--- config.mk ---
export PLATFORM = sky130hd
export DESIGN_NAME = jzjpcc_memory_flat
export DESIGN_NICKNAME = d
export VERILOG_FILES = /design/src/rtl/jzjpcc_pkg.sv /design/src/rtl/jzjpcc_memory_if.sv /design/src/rtl/jzjpcc_load_extractor.sv /design/src/rtl/jzjpcc_memory.sv /design/src/flat_wrapper.sv
export SDC_FILE = /design/constraint.sdc
export NUM_CORES = 1
export LEC_CHECK = 0
export ABC_AREA = 1
export BUFFER_PORTS_ARGS = -buffer_cell sky130_fd_sc_hd__buf_2
export CAP_MARGIN = 15
export CORE_UTILIZATION = 44
export DETAILED_ROUTE_END_ITERATION = 8
export HOLD_SLACK_MARGIN = 0.15
export PLACE_DENSITY = 0.82
export REMOVE_ABC_BUFFERS = 1
export SLEW_MARGIN = 0
export SYNTH_ARGS = -nofsm -noshare
export SYNTH_HDL_FRONTEND = slang
export SYNTH_HIERARCHICAL = 1
export SYNTH_SLANG_ARGS = --single-unit
--- constraint.sdc ---
create_clock -name clock -period 1.5 [get_ports clock]
set_input_delay 0.075 -clock clock [delete_from_list [all_inputs] [get_ports clock]]
set_output_delay 0.075 -clock clock [all_outputs]
set_load 0.005 [all_outputs]
--- src/rtl/jzjpcc_pkg.sv ---
// Shared types for the jzjpcc memory stage: rd source select, load funct3
// codes and the bus-transaction state enum.
package jzjpcc_pkg;

  typedef enum logic [1:0] {
    RD_ALU   = 2'b00,
    RD_MEM   = 2'b01,
    RD_RSVD2 = 2'b10,
    RD_RSVD3 = 2'b11
  } rd_source_t;

  localparam logic [2:0] F3_LB  = 3'b000;
  localparam logic [2:0] F3_LH  = 3'b001;
  localparam logic [2:0] F3_LW  = 3'b010;
  localparam logic [2:0] F3_LBU = 3'b100;
  localparam logic [2:0] F3_LHU = 3'b101;

  typedef enum logic {
    ST_IDLE = 1'b0,
    ST_WAIT = 1'b1
  } mem_state_t;

endpackage

--- src/rtl/jzjpcc_memory_if.sv ---
// Data-bus request/acknowledge interface between the memory stage and memory.
// Handshake: dReq is held with stable dAddr/dWriteData/dByteMask/dWrite until a
// cycle where dAck=1; that cycle completes the transfer (dReadData valid for
// loads). dAck while dReq=0 is ignored.
interface jzjpcc_memory_if;
  logic [29:0] dAddr;
  logic [31:0] dWriteData;
  logic [3:0]  dByteMask;
  logic        dWrite;
  logic        dReq;
  logic        dAck;
  logic [31:0] dReadData;

  modport master (
    output dAddr, dWriteData, dByteMask, dWrite, dReq,
    input  dAck, dReadData
  );

  modport slave (
    input  dAddr, dWriteData, dByteMask, dWrite, dReq,
    output dAck, dReadData
  );
endinterface

--- src/rtl/jzjpcc_load_extractor.sv ---
// Combinational load alignment: selects the addressed byte/halfword lane of the
// read word and sign- or zero-extends it according to funct3.
module jzjpcc_load_extractor
  import jzjpcc_pkg::*;
(
  input  logic [31:0] dReadData,
  input  logic [2:0]  funct3,
  input  logic [1:0]  offset,
  output logic [31:0] extended
);

  logic [7:0]  byteLane;
  logic [15:0] halfLane;

  always_comb begin
    byteLane = dReadData[{offset, 3'b000} +: 8];
    // Halfword lane ignores offset bit 0 (misaligned halves are not split).
    halfLane = offset[1] ? dReadData[31:16] : dReadData[15:0];
    case (funct3)
      F3_LB:   extended = {{24{byteLane[7]}}, byteLane};
      F3_LBU:  extended = {24'h000000, byteLane};
      F3_LH:   extended = {{16{halfLane[15]}}, halfLane};
      F3_LHU:  extended = {16'h0000, halfLane};
      default: extended = dReadData;
    endcase
  end

endmodule

--- src/rtl/jzjpcc_memory.sv ---
// jzjpcc memory stage: runs the data-bus transaction for loads/stores, stalls
// upstream while waiting, and registers the writeback result.
module jzjpcc_memory
  import jzjpcc_pkg::*;
#(
  parameter int TIMEOUT_CYCLES = 255
) (
  input  logic             clock,
  input  logic             reset,
  input  logic             inValid,
  input  logic [31:0]      aluResult,
  input  logic [31:0]      memDataToWrite,
  input  logic [3:0]       memByteMask,
  input  logic             memoryWriteEnable,
  input  rd_source_t       rdSource,
  input  logic [4:0]       rdAddr,
  input  logic             rdWriteEnable,
  input  logic [2:0]       funct3,
  jzjpcc_memory_if.master  dBus,
  output logic             stall,
  output logic             busError,
  output logic             wbValid,
  output logic [4:0]       wbRdAddr,
  output logic             wbRdWriteEnable,
  output logic [31:0]      wbRdData,
  output mem_state_t       debugState
);

  localparam int CW = (TIMEOUT_CYCLES > 0) ? $clog2(TIMEOUT_CYCLES + 1) : 1;

  mem_state_t  state, stateNext;
  logic [CW-1:0] waitCount, waitCountNext;
  logic        memOp, isLoad, dReq, timedOut;
  logic [31:0] loadValue;

  assign memOp  = inValid & (memoryWriteEnable | (rdSource == RD_MEM));
  assign isLoad = ~memoryWriteEnable & (rdSource == RD_MEM);

  assign dBus.dAddr      = aluResult[31:2];
  assign dBus.dWriteData = memDataToWrite;
  assign dBus.dByteMask  = memoryWriteEnable ? memByteMask : 4'b1111;
  assign dBus.dWrite     = memoryWriteEnable;
  assign dBus.dReq       = dReq;
  assign debugState      = state;

  jzjpcc_load_extractor u_extract (
    .dReadData (dBus.dReadData),
    .funct3    (funct3),
    .offset    (aluResult[1:0]),
    .extended  (loadValue)
  );

  always_ff @(posedge clock) begin
    if (!reset) begin
      state     <= ST_IDLE;
      waitCount <= '0;
    end else begin
      state     <= stateNext;
      waitCount <= waitCountNext;
    end
  end

  // waitCount counts cycles since the request was first raised, so the
  // abort lands TIMEOUT_CYCLES cycles after the initial IDLE request cycle.
  always_comb begin
    stateNext     = state;
    waitCountNext = '0;
    dReq          = 1'b0;
    stall         = 1'b0;
    timedOut      = 1'b0;
    if (reset) begin
      case (state)
        ST_IDLE: begin
          dReq = memOp;
          if (memOp && !dBus.dAck) begin
            stateNext     = ST_WAIT;
            stall         = 1'b1;
            waitCountNext = CW'(1);
          end
        end
        ST_WAIT: begin
          dReq = 1'b1;
          if (dBus.dAck) begin
            stateNext = ST_IDLE;
          end else if (TIMEOUT_CYCLES != 0 && waitCount == CW'(TIMEOUT_CYCLES)) begin
            stateNext = ST_IDLE;
            timedOut  = 1'b1;
          end else begin
            stall         = 1'b1;
            waitCountNext = waitCount + 1'b1;
          end
        end
        default: stateNext = ST_IDLE;
      endcase
    end
  end

  always_ff @(posedge clock) begin
    if (!reset) begin
      busError        <= 1'b0;
      wbValid         <= 1'b0;
      wbRdWriteEnable <= 1'b0;
      wbRdAddr        <= '0;
      wbRdData        <= '0;
    end else begin
      if (timedOut) busError <= 1'b1;
      if (stall) begin
        wbValid         <= 1'b0;
        wbRdWriteEnable <= 1'b0;
      end else begin
        wbValid         <= inValid;
        wbRdWriteEnable <= inValid & rdWriteEnable;
        wbRdAddr        <= rdAddr;
        if (isLoad) wbRdData <= timedOut ? 32'h0 : loadValue;
        else        wbRdData <= aluResult;
      end
    end
  end

endmodule

--- src/flat_wrapper.sv ---
// flat-port wrapper written by rule: the top's interface ports become plain ports
module jzjpcc_memory_flat import jzjpcc_pkg::*;
#(
  parameter int TIMEOUT_CYCLES = 255
)
  (clock, reset, inValid, aluResult, memDataToWrite, memByteMask, memoryWriteEnable, rdSource, rdAddr, rdWriteEnable, funct3, stall, busError, wbValid, wbRdAddr, wbRdWriteEnable, wbRdData, debugState, dBus_dAddr, dBus_dWriteData, dBus_dByteMask, dBus_dWrite, dBus_dReq, dBus_dAck, dBus_dReadData);
  jzjpcc_memory_if dBus_i ();
  input  logic clock;
  input  logic reset;
  input  logic inValid;
  input  logic [31:0] aluResult;
  input  logic [31:0] memDataToWrite;
  input  logic [3:0] memByteMask;
  input  logic memoryWriteEnable;
  input  rd_source_t rdSource;
  input  logic [4:0] rdAddr;
  input  logic rdWriteEnable;
  input  logic [2:0] funct3;
  output logic stall;
  output logic busError;
  output logic wbValid;
  output logic [4:0] wbRdAddr;
  output logic wbRdWriteEnable;
  output logic [31:0] wbRdData;
  output mem_state_t debugState;
  output wire logic [$bits(dBus_i.dAddr)-1:0] dBus_dAddr;
  output wire logic [$bits(dBus_i.dWriteData)-1:0] dBus_dWriteData;
  output wire logic [$bits(dBus_i.dByteMask)-1:0] dBus_dByteMask;
  output wire logic [$bits(dBus_i.dWrite)-1:0] dBus_dWrite;
  output wire logic [$bits(dBus_i.dReq)-1:0] dBus_dReq;
  input wire logic [$bits(dBus_i.dAck)-1:0] dBus_dAck;
  input wire logic [$bits(dBus_i.dReadData)-1:0] dBus_dReadData;
  assign dBus_dAddr = dBus_i.dAddr;
  assign dBus_dWriteData = dBus_i.dWriteData;
  assign dBus_dByteMask = dBus_i.dByteMask;
  assign dBus_dWrite = dBus_i.dWrite;
  assign dBus_dReq = dBus_i.dReq;
  assign dBus_i.dAck = dBus_dAck;
  assign dBus_i.dReadData = dBus_dReadData;
  jzjpcc_memory #(.TIMEOUT_CYCLES(TIMEOUT_CYCLES)) u_core (.clock(clock), .reset(reset), .inValid(inValid), .aluResult(aluResult), .memDataToWrite(memDataToWrite), .memByteMask(memByteMask), .memoryWriteEnable(memoryWriteEnable), .rdSource(rdSource), .rdAddr(rdAddr), .rdWriteEnable(rdWriteEnable), .funct3(funct3), .dBus(dBus_i), .stall(stall), .busError(busError), .wbValid(wbValid), .wbRdAddr(wbRdAddr), .wbRdWriteEnable(wbRdWriteEnable), .wbRdData(wbRdData), .debugState(debugState));
endmodule
==> flow_summary_export.csv, run 1 <==
group,metric,value,unit
drt,avgViaCountPerCell,5.053,
sta,fin_setup_tns,-1356,ps
global_routing,grt_start_max_net_pins,32,
worst_setup_path,slowest_delay,370,ps
worst_setup_path,worst-path-max-fanout,3,
synth,synthesis.area,3626,sq um
worst_setup_path,r2r-end,"u_core/wbRdData[27]$_SDFFE_PN0N_",
sta,max_freq,0.6364,GHz
drt,drc,0,
worst_setup_path,rrSetupSlack,-70,ps
worst_setup_path,critPathCaptureType,"output port",
synth,yosysSeqAreaShare,27.05,%
clock_tree,root_buffer,"clkbuf_8",
worst_hold_path,whs_path_depth,0,
worst_setup_path,critical_path.cell_chain,"ha_4 -> nand2_4 -> nor2_4 -> nand2_2 -> nand2_4 -> a21oi_4 -> buf_12 -> buf_6",
worst_setup_path,required,1420,ps
synth,synth_cell_types,32,
sta,grt_setup_unrepaired,"true",
worst_setup_path,cpMaxStageDelayCell,"dfxtp_4",
drt,wl,12840,um
global_routing,grt_antenna_before_repair,0,
floorplanning,core,7848,sq um
synth,postSynthAreaPerCell,6.284,sq um
sta,worst_slew_pin_slew,381.2,ps
global_routing,track_usage,27.85,%
synth,ys_warn_count,6,
drt,post_drt_wl_per_cell,15.60,um
clock_tree,clockBufferDepth,2,
worst_setup_path,crit_type,"reg2out",
layout,final_util,60.65,%
sta,finalCritPeriodShare,104.8,%
floorplanning,die-area,8608,sq um
drt,drtPass1Iterations,5,
worst_setup_path,crit_path_start_kind,"flip-flop",
place,place_congestion,0.9112,
layout,syn_to_final_growth,31.26,%
layout,layout.nets,837,
layout,num-fill-cells,771,
global_routing,top_usage_layer,"met2",
clock_tree,path_clk_slew,90,ps
floorplanning,fp.dieW,92.78,um
global_routing,grtUsageMet1,32.95,%
clock_tree,cts_made_buffers,5,
power_and_ir_drop,vdd_drop_max,423.4,uV
floorplanning,start_util,46.21,%
sta,skew,10.97,ps
sta,slew_violations,0,
layout,drive_gt1_share,33.43,%
layout,antenna_cells,0,
power_and_ir_drop,power_density,705.7,nW/um^2
layout,multiInputGateArea,1911,sq um
synth,synth_top_area_share,27.05,%
place,dpl.hpwl,8704,um
global_routing,grt_pass1_wl,18910,um
drt,num_vias,4159,
synth,synth.top_cells.by_area,"dfxtp_1 (27%), nand2_1 (25%), buf_4 (14%)",
worst_setup_path,r2r-start,"u_core/waitCount[0]$_SDFF_PN0_",
worst_setup_path,rr_worst_depth,11,
floorplanning,core.rowCount,32,
clock_tree,clk_latency,310,ps
clock_tree,cts_tree,"yes",
sta,finalHoldViolations,0,
drt,drt_iter0_drc,220,
sta,setup_ws,-71.41,ps
synth,yosysTopAreaCell,"dfxtp_1",
status,violations,"negative setup slack",
worst_setup_path,crit_top_cell,"nand2_4",
worst_setup_path,cp-endpoint,"stall",
worst_setup_path,cp.arrival,1500,ps
worst_hold_path,hold_class,"in2out",
run,maxCapViolations,0,
floorplanning,die_h,92.78,um
worst_hold_path,min_from,"memDataToWrite[26]",
sta,slew-limit-headroom,74.39,%
clock_tree,htree_levels,2,
worst_setup_path,crit_start,"u_core/waitCount[0]$_SDFF_PN0_",
place,io_buffers,161,
sta,setup_viol,31,
power_and_ir_drop,power.leakage,0.002691,uW
floorplanning,ios,226,
synth,synth_cells,577,
global_routing,grt_util_met3,13.46,%
power_and_ir_drop,finalPower,3359,uW
synth,ys_ff_latch,49,
global_routing,globalRouteMet2Util,44.49,%
sta,period_minus_slack,1571,ps
clock_tree,cts_sinks,49,
status,status,"finished with violations",
drt,final_antenna_net_count,0,
global_routing,grt-ovfl-total,0,
global_routing,first_global_vias,3803,
layout,ff_latch_area,988.4,sq um
[final cells by class]
cell class	instances	share of cell area, %
flip-flops and latches	49	20.77
multi-input cells	408	40.14
well taps	102	2.681
inverters	31	2.497
clock inverters	2	0.8149
clock buffers	6	1.525
repair buffers	225	31.57
[cells in the final DEF (no fill, tap or decap), drive strengths merged, types with 4 or more instances in the layout]
| cell | count |
|---|---|
| inv | 30 |
| nand2 | 246 |
| buf | 187 |
| nor3 | 4 |
| o21ai | 5 |
| or2 | 12 |
| dfxtp | 49 |
| dlygate4sd3 | 35 |
| clkbuf | 9 |
| nor2 | 40 |
| nand3 | 87 |
[repair_timing]
action,in CTS,in global routing
pin swaps,5,6
setup endpoints to repair,41,41
setup buffers,4,1
gates cloned,0,4
hold endpoints to repair,34,0
resized for setup,7,9
hold buffers,35,0
[power breakdown]
part,internal (uW),switching [uW]
Combinational,463,485
Sequential,1390,44.9
Clock,502,477
[stage by stage]
step	area, sq um	worst slack [ps]	hold WS (ps)	std cells
2_1_floorplan	2960	-390.0	150.0	488
3_3_place_gp	4114	13.68	150.0	771
3_5_place_dp	4114	-93.08	150.0	771
4_1_cts	4634	-50.46	150.0	818
5_1_grt	4760	-133.5	150.0	823
6_report	4760	-71.41	150.0	823
[cells by family after synthesis]
family	after synthesis	share of synthesized area (%)
adders and majority gates	1	0.3450
DFF	49	27.05
xor gates and xnor gates	3	0.7248
buffers and inverters	120	21.64
AOI/OAI and AO/OA	11	1.794
and+or+nand+nor	393	48.45
[metal layers]
layer,part of all wire (%),vias up
li1,-,2017
met1,39,1847
met2,46,270
met3,13,23
met4,1.5,2
met5,0.27,-
[synthesized netlist by cell type]
cell type    n
buf_2       10
or2_2        8
nand2_4      3
nand2_1    238
inv_1       27
or2_1        4
buf_4       67
dfxtp_1     49
inv_4        1
a31oi_1      1
nand2_2      5
a21oi_2      1
nor3_1       4
nor2_2       2
nor2_1      36
nand3_4      1
nor3b_1      3
o211ai_1     2
xnor2_1      1
buf_6        9
ha_1         1
and2_4       1
nand3_1     77
o21ai_0      5
a21oi_1      2
inv_2        2
nor2_8       1
nor2_4       1
clkbuf_1     3
clkinv_1     1
xor2_1       2
nand3_2      9
[critical path, delay by kind of cell, from the launching register on]
family | cells | cell delay, ps
buf+inv | 2 | 220
simple gates | 4 | 260
compound gates | 1 | 190
flops | 1 | 370
fa+ha+maj | 1 | 170
[state kept, by name, summed over array words and instances, names as in the netlist]
signal,cells
u_core/busError,1
u_core/waitCount,8
u_core/wbRdWriteEnable,1
u_core/debugState,1
u_core/wbValid,1
u_core/wbRdAddr,5
u_core/wbRdData,32
[worst min-delay path by stage]
stage | endpoint
global route | dBus_dWriteData[5]
floorplan | dBus_dAddr[0]
CTS | dBus_dWriteData[5]
detailed placement | dBus_dWriteData[5]
global placement | dBus_dWriteData[5]
finish | dBus_dWriteData[26]
(Power assumes the default switching activity.)
==> inputs of run 2 (changes only) <==
--- a/config.mk
+++ b/config.mk
@@ -8,10 +8,11 @@
 export ABC_AREA = 1
 export BUFFER_PORTS_ARGS = -buffer_cell sky130_fd_sc_hd__buf_2
 export CAP_MARGIN = 15
-export CORE_UTILIZATION = 44
+export CORE_UTILIZATION = 45
+export CTS_BUF_LIST = sky130_fd_sc_hd__clkbuf_4
 export DETAILED_ROUTE_END_ITERATION = 8
 export HOLD_SLACK_MARGIN = 0.15
-export PLACE_DENSITY = 0.82
+export PLACE_DENSITY = 0.84
 export REMOVE_ABC_BUFFERS = 1
 export SLEW_MARGIN = 0
 export SYNTH_ARGS = -nofsm -noshare
==> flow_summary_export.csv, run 2 (synthesis results as in run 1) <==
group,metric,value,unit
sta,setup_ws,-110.6,ps
floorplanning,die-area,8421,sq um
place,place_congestion,0.8693,
clock_tree,path_clk_slew,150,ps
drt,num_vias,4247,
place,dp_slack,15.08,ps
floorplanning,core.rowCount,32,
drt,drt_iter0_drc,264,
global_routing,grt_antenna_before_repair,1,
worst_setup_path,critPathCaptureType,"output port",
sta,max_freq,0.6209,GHz
sta,worst_slew_pin_slew,565.4,ps
layout,layout.nets,855,
power_and_ir_drop,p_seq_share,44.8,%
floorplanning,start_util,46.68,%
layout,top_regs,"u_core/wbRdData: 32 flops, u_core/waitCount: 8 flops, u_core/wbRdAddr: 5 flops",
power_and_ir_drop,vdd_drop_max,483.9,uV
global_routing,grt_pass1_wl,20060,um
drt,drtPass1Iterations,5,
sta,setup_viol,2,
layout,layout_commonest_cell,"nand2_1",
place,io_buffers,161,
floorplanning,ios,226,
layout,final_cell_mix,"nand2_1 (236), buf_2 (160), nand3_1 (77), dlygate4sd3_1 (53), dfxtp_1 (45)",
layout,syn_to_final_growth,33.85,%
worst_hold_path,hold_class,"in2reg",
floorplanning,die_h,91.77,um
place,dpl.hpwl,8738,um
worst_setup_path,cp.arrival,1540,ps
sta,fin_setup_tns,-134.6,ps
power_and_ir_drop,swShare,30.86,%
sta,skew,20.57,ps
status,violations,"negative setup slack",
global_routing,grt_start_max_net_pins,34,
sta,slew_violations,0,
power_and_ir_drop,switchingPower,988.1,uW
drt,final_antenna_net_count,0,
sta,finalCritPeriodShare,107.4,%
status,status,"finished with violations",
drt,post_drt_wl_per_cell,15.04,um
clock_tree,cts_sinks,49,
power_and_ir_drop,power.leakage,0.002723,uW
power_and_ir_drop,power.internal,2214,uW
drt,drc,0,
sta,grt_setup_unrepaired,"true",
worst_setup_path,crit_type,"reg2out",
power_and_ir_drop,clockPowerShare,25.2,%
clock_tree,htree_levels,2,
worst_setup_path,required,1420,ps
drt,avgViaCountPerCell,5.044,
layout,largest_reg_flops,32,
sta,finalHoldViolations,0,
power_and_ir_drop,p_comb_share,30.0,%
global_routing,first_global_vias,4213,
layout,largest_register,"u_core/wbRdData",
clock_tree,clk_latency,380,ps
drt,wl,12660,um
global_routing,track_usage,30.23,%
power_and_ir_drop,power_density,659.8,nW/um^2
sta,slew-limit-headroom,62.02,%
worst_setup_path,worst-path-max-fanout,2,
global_routing,grt-ovfl-total,0,
clock_tree,cts_made_buffers,5,
layout,drive_gt1_share,32.75,%
floorplanning,fp.dieW,91.77,um
worst_setup_path,crit_path_start_kind,"flip-flop",
floorplanning,core,7767,sq um
sta,period_minus_slack,1611,ps
clock_tree,root_buffer,"clkbuf_4",
clock_tree,clockBufferDepth,2,
run,maxCapViolations,0,
clock_tree,cts_tree,"yes",
## run 2: cell types whose count changed in the layout (fill, tap and decap cells not counted), sizes merged
cell	previous run	this run
dlygate4sd3	35	53
buf	187	190
clkinvlp	0	1
clkbuf	9	5
diode	0	1
## run 2: critical path, cell delays in order, from the launching register on
cell,delay [ps]
dfxtp_2,370
ha_4,160
nand2_4,60
nor2_4,40
nand2_2,80
nand2_4,60
a21oi_4,170
buf_12,130
buf_6,80
## run 2: repair_timing
action	CTS	global route
setup endpoints to repair	3	42
hold buffers	53	0
resized for setup	7	10
buffers inserted	6	2
hold endpoints to repair	41	0
gates cloned	0	0
pin swaps	5	6
## run 2: final timing paths
kind	endpoint	startpoint	cells past startpoint	slack (ps)
max	stall	u_core/waitCount[1]$_SDFF_PP0_	8	-110
min	u_core/wbRdData[23]$_SDFFE_PN0N_	dBus_dReadData[23]	7	150
max reg2reg	u_core/wbRdAddr[1]$_SDFFE_PN0N_	u_core/waitCount[0]$_SDFF_PN0_	11	-20
min reg2reg	u_core/wbRdAddr[3]$_SDFFE_PN0N_	u_core/wbRdAddr[3]$_SDFFE_PN0N_	2	450
## run 2: layout make-up
class                           instances  area, sq um
Clock buffer                            5        37.54
Fill cell                             725         2914
Multi-Input combinational cell        408         1909
Antenna cell                            1        2.502
Clock inverter                          3        41.29
Sequential cell                        49        985.9
Timing Repair Buffer                  243         1630
Inverter                               31        118.9
Tap cell                              102        127.6
## run 2: stage by stage
stage | std cells | cell area [sq um] | power [uW] | hold WS (ps) | util [%]
after global placement | 772 | 4121 | 2263 | 150.0 | 53.06
after detailed placement | 772 | 4121 | 2282 | 150.0 | 53.06
after CTS | 839 | 4805 | 3197 | 150.0 | 61.86
after floorplan | 488 | 2960 | 1835 | 150.0 | -
final | 842 | 4853 | 3202 | 149.8 | 62.48
after global routing | 841 | 4851 | 3379 | 150.0 | 62.45
## run 2: per-layer routing
| metal | global-route usage [%] | up-vias | wire length [um] |
|---|---|---|---|
| met5 | 4.487 | - | 41 |
| met4 | 10.29 | 2 | 327 |
| met2 | 49.75 | 284 | 5721 |
| met1 | 33.93 | 1864 | 4879 |
| met3 | 14.43 | 39 | 1693 |
| li1 | - | 2058 | - |
## run 2: power by group through the flow
stage | logic, uW | registers [uW] | clock network (uW)
floorplan | 368 | 1470 | 0
global placement | 805 | 1460 | 0
detailed placement | 822 | 1460 | 0
CTS | 939 | 1430 | 825
global route | 1070 | 1450 | 867
finish | 961 | 1430 | 807
==> inputs of run 3 (changes only) <==
--- a/config.mk
+++ b/config.mk
@@ -8,11 +8,11 @@
 export ABC_AREA = 1
 export BUFFER_PORTS_ARGS = -buffer_cell sky130_fd_sc_hd__buf_2
 export CAP_MARGIN = 15
-export CORE_UTILIZATION = 45
-export CTS_BUF_LIST = sky130_fd_sc_hd__clkbuf_4
+export CORE_UTILIZATION = 44
+export CTS_BUF_LIST = sky130_fd_sc_hd__clkbuf_16
 export DETAILED_ROUTE_END_ITERATION = 8
 export HOLD_SLACK_MARGIN = 0.15
-export PLACE_DENSITY = 0.84
+export PLACE_DENSITY = 0.82
 export REMOVE_ABC_BUFFERS = 1
 export SLEW_MARGIN = 0
 export SYNTH_ARGS = -nofsm -noshare
==> flow_summary_export.csv, run 3 (synthesis results as in run 1) <==
group,metric,value,unit
layout,layout.nets,833,
worst_setup_path,cpMaxStageDelayCell,"dfxtp_2",
floorplanning,die_h,92.78,um
worst_setup_path,crit_type,"reg2reg",
layout,stdcell_area,4735,sq um
floorplanning,start_util,46.21,%
worst_setup_path,crit_family,"simple AND/OR/NAND/NOR gates",
floorplanning,ios,226,
place,io_buffers,161,
layout,antenna_cells,0,
sta,timing.hold.ws,150.0,ps
global_routing,first_global_vias,3840,
run,maxCapViolations,0,
worst_setup_path,r2r-end,"u_core/wbRdAddr[4]$_SDFFE_PN0N_",
global_routing,grt_pass1_wl,19090,um
global_routing,grt-ovfl-total,0,
clock_tree,clk_latency,290,ps
worst_setup_path,crit_top_cell,"nand2_4",
floorplanning,core.rowCount,32,
worst_setup_path,r2r-start,"u_core/waitCount[1]$_SDFF_PP0_",
drt,post_drt_wl_per_cell,14.88,um
layout,syn_to_final_growth,30.57,%
layout,largest_register,"u_core/wbRdData",
worst_setup_path,worst-path-max-fanout,30,
worst_setup_path,rr_worst_depth,11,
status,status,"finished with violations",
power_and_ir_drop,power_density,764.4,nW/um^2
floorplanning,fp.dieW,92.78,um
floorplanning,die-area,8608,sq um
drt,wl,12190,um
layout,layout_commonest_cell,"nand2_1",
place,place_area,4114,sq um
worst_hold_path,min_from,"memDataToWrite[26]",
global_routing,grt_antenna_before_repair,0,
drt,num_vias,4099,
worst_setup_path,rrSetupSlack,-20,ps
drt,drtPass1Iterations,5,
layout,final_cell_mix,"nand2_1 (237), buf_2 (160), nand3_1 (77), dfxtp_1 (46), nor2_1 (35)",
sta,slew_violations,0,
drt,final_antenna_net_count,0,
worst_hold_path,whs_endpoint,"dBus_dWriteData[26]",
drt,avgViaCountPerCell,5.005,
sta,grt_setup_unrepaired,"true",
sta,setup_ws,-23.49,ps
status,violations,"negative setup slack",
sta,period_minus_slack,1523,ps
global_routing,grt_start_max_net_pins,32,
layout,drive_gt1_share,33.05,%
clock_tree,cts_tree,"yes",
worst_hold_path,hold_class,"in2out",
clock_tree,cts_made_buffers,5,
worst_setup_path,critPathCaptureType,"flip-flop",
drt,drc,0,
clock_tree,clockBufferDepth,2,
clock_tree,htree_levels,2,
sta,setup_viol,18,
worst_hold_path,whs_path_depth,0,
sta,finalHoldViolations,0,
worst_setup_path,path_buf_inv,2,
clock_tree,cts_sinks,49,
layout,top_regs,"u_core/wbRdData: 32 flops, u_core/waitCount: 8 flops, u_core/wbRdAddr: 5 flops",
global_routing,track_usage,28.19,%
clock_tree,root_buffer,"clkbuf_16",
worst_setup_path,cp.arrival,1760,ps
sta,max_freq,0.6564,GHz
power_and_ir_drop,vdd_drop_max,499.6,uV
sta,worst_slew_pin_slew,385.4,ps
sta,finalCritPeriodShare,101.6,%
place,dpl.hpwl,8704,um
sta,slew-limit-headroom,74.11,%
place,place_congestion,0.9112,
worst_setup_path,crit_path_start_kind,"flip-flop",
worst_setup_path,critical_path.cell_chain,"ha_4 -> nand2_4 -> nor2_4 -> nand2_2 -> nand2_4 -> buf_4 -> nand2_4 -> nor2_8 -> buf_12 -> nand2_1 -> nand2_1",
worst_setup_path,required,1740,ps
floorplanning,core,7848,sq um
sta,skew,9.818,ps
layout,largest_reg_flops,32,
clock_tree,path_clk_slew,70,ps
power_and_ir_drop,power.leakage,0.002684,uW
worst_setup_path,slowest_delay,360,ps
drt,drt_iter0_drc,199,
[run 3: cell count changes in the layout (fill, tap and decap cells not counted), sizes merged]
cell,previous run,this run
buf,190,188
clkinvlp,1,0
diode,1,0
dlygate4sd3,53,33
inv,30,31
[run 3: worst max path at each step]
stage / slack [ps] / to / depth (start not counted) / from
after detailed placement: -90 / u_core/wbRdAddr[2]$_SDFFE_PN0N_ / 10 / u_core/waitCount[0]$_SDFF_PN0_
after global placement: 10 / u_core/wbRdAddr[4]$_SDFFE_PN0N_ / 10 / u_core/waitCount[0]$_SDFF_PN0_
after global routing: -100 / u_core/wbRdData[2]$_SDFFE_PN0N_ / 10 / u_core/waitCount[1]$_SDFF_PP0_
final: -20 / u_core/wbRdAddr[4]$_SDFFE_PN0N_ / 11 / u_core/waitCount[1]$_SDFF_PP0_
after floorplan: -390 / u_core/wbRdData[10]$_SDFFE_PN0N_ / 7 / memoryWriteEnable
after CTS: -20 / stall / 8 / u_core/waitCount[1]$_SDFF_PP0_
[run 3: final cells by class]
cell class | count | area (sq um)
multi-input combinational | 408 | 1908
inverter | 31 | 118.9
tap | 102 | 127.6
timing repair buffer | 221 | 1428
clock buffer | 5 | 125.1
fill | 779 | 3113
sequential | 49 | 984.7
clock inverter | 3 | 42.54
[run 3: metal layers]
layer / vias up / track usage [%] / wire length [um]
met5: - / 3.846 / 37
met4: 2 / 7.564 / 165
met3: 18 / 12.56 / 1489
met2: 238 / 44.67 / 5501
met1: 1839 / 34.20 / 4994
li1: 2002 / - / -
[run 3: per-stage QoR]
stage | utilization (%) | worst slack, ps | std cells | total power (uW) | setup TNS [ps]
after floorplan | - | -390.0 | 488 | 1835 | -14300
after global placement | 52.42 | 13.68 | 771 | 2252 | 0
after detailed placement | 52.42 | -93.08 | 771 | 2274 | -2899
after CTS | 60.24 | -21.68 | 819 | 3625 | -22.19
after global routing | 60.33 | -99.07 | 819 | 3801 | -3102
final | 60.33 | -23.49 | 819 | 3619 | -202.0
[run 3: power breakdown]
group          internal, uW  switching [uW]  leakage [uW]
Sequential             1390            44.8      0.000406
Combinational           437             463       0.00219
Clock                   784             501     0.0000852
[run 3: repair_timing]
action | CTS | global route
resized for setup | 11 | 2
hold buffers | 33 | 0
setup endpoints to repair | 41 | 41
gates cloned | 1 | 0
buffers inserted | 6 | 0
pin swaps | 5 | 1
hold endpoints to repair | 32 | 0
